`src/rtl/mem_arb_pkg.sv`:
```
// Shared types and constants for the unified-memory port arbiter.
//   state_t  : arbiter FSM states (IDLE, BUSY_I, BUSY_D)
//   owner_t  : which port a grant goes to (OWN_I, OWN_D)
//   BE_ALL   : full byte-enable mask at the default data width
//   AW_DEF / DW_DEF : default address / data widths
//   STREAK_W : width of the fetch-starvation streak counter (holds 0..15)
package mem_arb_pkg;

  localparam int AW_DEF   = 32;
  localparam int DW_DEF   = 32;
  localparam int STREAK_W = 4;

  localparam logic [DW_DEF/8-1:0] BE_ALL = '1;

  typedef enum logic [1:0] {
    IDLE   = 2'd0,
    BUSY_I = 2'd1,
    BUSY_D = 2'd2
  } state_t;

  typedef enum logic {
    OWN_I = 1'b0,
    OWN_D = 1'b1
  } owner_t;

endpackage

```
`src/rtl/arb_pick.sv`:
```
// Combinational grant decision for the memory port arbiter.
//   i_req, d_req   : raw port requests
//   excl_i, excl_d : port being acked this cycle; its request is treated as done
//   streak         : consecutive D grants issued while a fetch was waiting
//   gnt_vld        : some candidate exists
//   gnt_own        : winning port (meaningful only when gnt_vld = 1)
//   i_cand         : fetch is a live candidate this cycle (drives streak update)
module arb_pick
  import mem_arb_pkg::*;
#(
  parameter int STARVE_LIM = 4
) (
  input  logic                i_req,
  input  logic                d_req,
  input  logic                excl_i,
  input  logic                excl_d,
  input  logic [STREAK_W-1:0] streak,
  output logic                gnt_vld,
  output owner_t              gnt_own,
  output logic                i_cand
);

  logic d_cand;
  logic starved;

  always_comb begin
    i_cand  = i_req & ~excl_i;
    d_cand  = d_req & ~excl_d;
    starved = i_cand && (streak == STREAK_W'(STARVE_LIM));
    gnt_vld = i_cand | d_cand;
    // Data has priority unless fetch has waited out its streak allowance.
    gnt_own = (d_cand && !starved) ? OWN_D : OWN_I;
  end

endmodule

```
`src/rtl/mem_port_arbiter.sv`:
```
// Arbitrates the single-ported unified memory between the instruction-fetch
// (I) port and the data-access (D) port. One request is latched at grant and
// held on the mem_* bus until mem_rdy; the owning port then gets a
// combinational ack with mem_rdata passed straight through.
//   clk, rst_n            : clock, asynchronous active-low reset
//   i_req/i_addr          : fetch request, held until i_ack
//   i_ack/i_rdata         : fetch completion strobe and data (0 when not acked)
//   d_req/d_we/d_addr/d_wdata/d_be : data request, held until d_ack
//   d_ack/d_rdata         : data completion strobe and data (0 when not acked)
//   mem_req/mem_we/mem_addr/mem_wdata/mem_be : memory access, stable per access
//   mem_rdy/mem_rdata     : memory completion and read data
module mem_port_arbiter
  import mem_arb_pkg::*;
#(
  parameter int AW         = AW_DEF,
  parameter int DW         = DW_DEF,
  parameter int STARVE_LIM = 4
) (
  input  logic            clk,
  input  logic            rst_n,
  input  logic            i_req,
  input  logic [AW-1:0]   i_addr,
  output logic            i_ack,
  output logic [DW-1:0]   i_rdata,
  input  logic            d_req,
  input  logic            d_we,
  input  logic [AW-1:0]   d_addr,
  input  logic [DW-1:0]   d_wdata,
  input  logic [DW/8-1:0] d_be,
  output logic            d_ack,
  output logic [DW-1:0]   d_rdata,
  output logic            mem_req,
  output logic            mem_we,
  output logic [AW-1:0]   mem_addr,
  output logic [DW-1:0]   mem_wdata,
  output logic [DW/8-1:0] mem_be,
  input  logic            mem_rdy,
  input  logic [DW-1:0]   mem_rdata
);

  localparam int BW = DW / 8;

  state_t              state;
  logic [STREAK_W-1:0] streak;
  logic                lat_we;
  logic [AW-1:0]       lat_addr;
  logic [DW-1:0]       lat_wdata;
  logic [BW-1:0]       lat_be;

  logic                done;
  logic                i_done;
  logic                d_done;
  logic                decide;
  logic                gnt_vld;
  owner_t              gnt_own;
  logic                i_cand;
  logic [STREAK_W-1:0] streak_inc;

  // mem_rdy only counts while an access is outstanding; in IDLE it is ignored.
  assign done   = (state != IDLE) && mem_rdy;
  assign i_done = done && (state == BUSY_I);
  assign d_done = done && (state == BUSY_D);
  // Re-arbitrating on the completion cycle gives the zero-bubble handover.
  assign decide = (state == IDLE) || done;

  assign streak_inc = (streak == STREAK_W'(STARVE_LIM)) ? streak : streak + 1'b1;

  arb_pick #(
    .STARVE_LIM(STARVE_LIM)
  ) u_pick (
    .i_req  (i_req),
    .d_req  (d_req),
    .excl_i (i_done),
    .excl_d (d_done),
    .streak (streak),
    .gnt_vld(gnt_vld),
    .gnt_own(gnt_own),
    .i_cand (i_cand)
  );

  // FSM, request latch and streak counter.
  always_ff @(posedge clk or negedge rst_n) begin
    if (!rst_n) begin
      state     <= IDLE;
      streak    <= '0;
      lat_we    <= 1'b0;
      lat_addr  <= '0;
      lat_wdata <= '0;
      lat_be    <= '0;
    end else if (decide) begin
      if (!gnt_vld) begin
        state <= IDLE;
      end else if (gnt_own == OWN_D) begin
        state     <= BUSY_D;
        lat_we    <= d_we;
        lat_addr  <= d_addr;
        lat_wdata <= d_wdata;
        lat_be    <= d_be;
        // Only D grants that bypass a waiting fetch count toward starvation.
        streak    <= i_cand ? streak_inc : '0;
      end else begin
        state     <= BUSY_I;
        lat_we    <= 1'b0;
        lat_addr  <= i_addr;
        lat_wdata <= '0;
        lat_be    <= '1;
        streak    <= '0;
      end
    end
  end

  // Memory side comes straight from registers, so it is glitch-free per access.
  assign mem_req   = (state != IDLE);
  assign mem_we    = lat_we;
  assign mem_addr  = lat_addr;
  assign mem_wdata = lat_wdata;
  assign mem_be    = lat_be;

  assign i_ack   = i_done;
  assign d_ack   = d_done;
  assign i_rdata = i_done ? mem_rdata : '0;
  assign d_rdata = d_done ? mem_rdata : '0;

endmodule

```
`config.mk`:
```
export PLATFORM = sky130hd
export DESIGN_NAME = mem_port_arbiter
export DESIGN_NICKNAME = d
export VERILOG_FILES = /design/src/rtl/mem_arb_pkg.sv /design/src/rtl/arb_pick.sv /design/src/rtl/mem_port_arbiter.sv
export SDC_FILE = /design/constraint.sdc
export NUM_CORES = 1
export LEC_CHECK = 0
export ABC_AREA = 1
export ABC_CLOCK_PERIOD_IN_PS = 2000
export CORE_MARGIN = 4
export CORE_UTILIZATION = 35
export DETAILED_ROUTE_END_ITERATION = 7
export PLACE_DENSITY = 0.91
export SYNTH_ARGS = -nofsm -noshare
export SYNTH_HDL_FRONTEND = slang
export SYNTH_HIERARCHICAL = 1
export SYNTH_SLANG_ARGS = --single-unit
```
`constraint.sdc`:
```
create_clock -name clk -period 2 [get_ports clk]
set_input_delay 0.6 -clock clk [delete_from_list [all_inputs] [get_ports clk]]
set_output_delay 0.6 -clock clk [all_outputs]
set_load 0.05 [all_outputs]
```
==> out/metrics.yaml <==
placed_design:
  hpwl_um: 13000
  gp_congestion: 0.874
  io_buffer_count: 273
  placed_area_sq_mm: 0.00765
yosys:
  ys_warn_count: 6
  synth_area_sq_mm: 0.00374
  syn_avg_cell_area_sq_um: 7.46
  synth-compound-area-share_pct: 0.736
  ys_seq_area_share_pct: 50.2
  synth.distinct_cells: 18
  synth_top_family_by_area: "simple AND/OR/NAND/NOR gates"
  ys_ff_latch: 75
  synthMuxAreaShare_pct: 0
  synthesis.nets: 641
  netlist_instances: 501
  synth_xor_area_share_pct: 0
  synth-simple-area-share_pct: 38.9
  synth_adder_area_share_pct: 0.669
worst_setup_path:
  cp.buffers_inverters: 4
  crit_path_top_delay_cell: "dfrtp_2"
  worst_setup_path_end_kind: "output pin"
  slowest_delay_ps: 440
  path_class: "reg2out"
  crit_cells: 6
  critPathMaxFanout: 8
  rr_endpoint: "mem_wdata[8]$_DFFE_PN0P_"
  r2r_slack_ps: 80
  crit-reg2reg-launch: "state[0]$_DFFE_PN0N_"
  worstPathCellList: "inv_2 -> nor3_4 -> inv_4 -> buf_12 -> nor2_4 -> buf_8"
  start_kind: "register"
  critPathCapture: "d_rdata[21]"
  startpoint: "state[1]$_DFFE_PN0N_"
  crit_family: "buffers and inverters"
  arrival_ps: 1650
  reg2reg_depth: 11
  cp.required_ps: 1400
cts:
  cts.path.max_buffers: 2
  clk_pin_slew_ps: 80
  numCtsBuffers: 9
  cts_htree_levels: 3
  cts_tree: "done"
  clock-sinks: 75
  clockRootBuffer: "clkbuf_8"
  clk_latency_ps: 340
  cts_hold_buf: 0
global_routing:
  grt_use_total_pct: 27.2
  antenna_found_initial: 0
  grt_pass1_vias: 5083
  grt-ovfl-total: 0
  grt_pass1_wl_um: 27100
  grt_max_degree: 50
power_and_ir_drop:
  power_frac_clock_pct: 14.9
  switching_power_uw: 3700
  irDropWorstVdd_uv: 986
  switching_share_pct: 47.2
  seqPwrFrac_pct: 27.6
  p_int_uw: 4140
  p_leak_uw: 0.00378
  combPwrFrac_pct: 57.5
  power.density_mw_per_mm2: 959
min_path:
  hold_class: "in2async"
sta:
  relSlewSlack_pct: 73.4
  max_freq_mhz: 444
  period_minus_slack_ps: 2250
  fin_crit_sh_pct: 113
  fin_skew_ps: 13.3
  hold_slack_ps: 180
  worst_slew_pin_slew_ps: 399
  setup_viol: 66
  maxSlewViolCount: 0
  hold_viol_final: 0
  rsz0062_at_grt: "true"
  finalWorstSetupSlack_ps: -254
cells_and_area:
  fill_cells: 553
  areaGrowthSynthToFinish_pct: 118
  nets: 926
  final_cell_area_sq_mm: 0.00817
  insertedDiodeCount: 0
  fin_util_pct: 78.8
  drive_gt1_share_pct: 34.3
run_status:
  status: "finished with violations"
  violations: "negative setup slack"
floorplan:
  core_area_sq_mm: 0.0104
  die_w_um: 111
  ios: 274
  start_util_pct: 36.1
  row_count: 37
  die_area_sq_mm: 0.0124
  die_h_um: 111
drt:
  routedWlPerCell_um: 20.2
  drc: 0
  vias: 4885
  vias_per_cell: 5.28
  drt_pass1_iterations: 5
  drt_wl_total_um: 18700
  ant_nets: 0
  drt_iter0_markers: 339
run:
  cap_viol_max_count: 0
## layout by cell type, fill, tap and decap left out, types with 2 or more instances in the layout
cell type        count
clkdlybuf4s50_1    135
nand3_1            132
nand2_1            113
buf_4               84
dfrtp_1             74
buf_12              70
nor2_4              65
inv_1               37
nor2_1              18
clkbuf_8            11
buf_6                9
buf_8                7
inv_2                4
inv_4                4
nand2_2              3
o21ai_1              3
clkbuf_16            3
nor3_4               2
nand4_1              2
ha_1                 2
clkbuf_1             2
## synth_stat cells
cell / count / area (sq um)
inv_1: 41 / 154
clkbuf_1: 15 / 56.3
dfrtp_1: 75 / 1880
nor3_1: 2 / 10.0
nor2_1: 82 / 308
or2_2: 1 / 6.26
o21ai_1: 3 / 15.0
inv_2: 5 / 18.8
nand2_1: 117 / 439
ha_1: 2 / 25.0
nand4_1: 2 / 12.5
nor2_2: 1 / 6.26
buf_2: 11 / 55.1
buf_6: 1 / 11.3
nor2_4: 1 / 11.3
buf_4: 8 / 60.1
o22ai_1: 2 / 12.5
nand3_1: 132 / 661
## power by group through the flow
stage | Clock [uW] | Sequential (uW) | Combinational (uW)
5_1_grt | 1270 | 2210 | 4680
3_5_place_dp | 0 | 2160 | 4230
2_1_floorplan | 0 | 3410 | 1350
6_report | 1170 | 2160 | 4500
3_3_place_gp | 0 | 2140 | 4130
4_1_cts | 1190 | 2150 | 4320
## stage by stage
| stage | worst slack, ps | total power [uW] | TNS, ps | cells |
|---|---|---|---|---|
| finish | -254 | 7830 | -13490 | 926 |
| global route | -328 | 8150 | -18220 | 926 |
| floorplan | -424 | 4760 | -24460 | 501 |
| detailed placement | -730 | 6390 | -85260 | 901 |
| global placement | -660 | 6270 | -79450 | 901 |
| CTS | -261 | 7670 | -13360 | 920 |
## per-layer routing
| metal | share of wire (%) | wire [um] | vias up | GRT usage [%] |
|---|---|---|---|---|
| li1 | - | - | 2151 | - |
| met1 | 34 | 6330 | 2332 | 28.8 |
| met2 | 54 | 10100 | 346 | 51.5 |
| met3 | 8.7 | 1630 | 56 | 7.55 |
| met4 | 3.5 | 650 | 0 | 9.65 |
| met5 | 0 | 0 | - | 0 |
## worst register-to-register path, delay by kind of cell (launching register included)
kind                   cells  cell delay [ps]
flip-flops                 1              410
AND/OR/NAND/NOR            5              570
buffers and inverters      5              750
AO/OA/AOI/OAI              1              100
## cell type report
| cell class | count | area [sq um] | area share [%] |
|---|---|---|---|
| timing repair buffer | 309 | 3690 | 45.2 |
| multi-input combinational | 345 | 2040 | 25.0 |
| sequential | 75 | 1880 | 23.0 |
| inverter | 46 | 195 | 2.39 |
| tap | 136 | 170 | 2.08 |
| clock buffer | 13 | 159 | 1.95 |
| clock inverter | 2 | 35.0 | 0.429 |
## what timing repair did
item,in CTS,in global routing
gates cloned,1,3
setup buffers,4,5
pin swaps,8,7
setup endpoints to repair,141,138
gates resized for setup,32,15
endpoints found under the hold margin,0,0
## worst min path at each step
stage	to	slack, ps	cells after the start	startpoint
after detailed placement	mem_wdata[29]$_DFFE_PN0P_	470	2	mem_wdata[29]$_DFFE_PN0P_
after global placement	mem_wdata[5]$_DFFE_PN0P_	470	2	mem_wdata[5]$_DFFE_PN0P_
after global routing	mem_wdata[13]$_DFFE_PN0P_	180	1	rst_n
after floorplan	mem_addr[0]$_DFFE_PN0P_	300	0	rst_n
after CTS	mem_wdata[13]$_DFFE_PN0P_	170	1	rst_n
final	mem_wdata[13]$_DFFE_PN0P_	180	1	rst_n
## registers in the layout (all words and copies together), names as in the netlist
register / cells
mem_addr: 32
state: 2
mem_we: 1
mem_be: 4
streak: 4
mem_wdata: 32
## cells by family (layout without fill, tap and decap cells)
logic type                 count (synthesis)  count (layout)
AOI/OAI and AO/OA                          5               5
and+or+nand+nor                          338             338
buffers and inverters                     81             370
adders and majority gates                  2               2
DFF                                       75              75
Note: power is estimated with default switching activity, not from simulation.
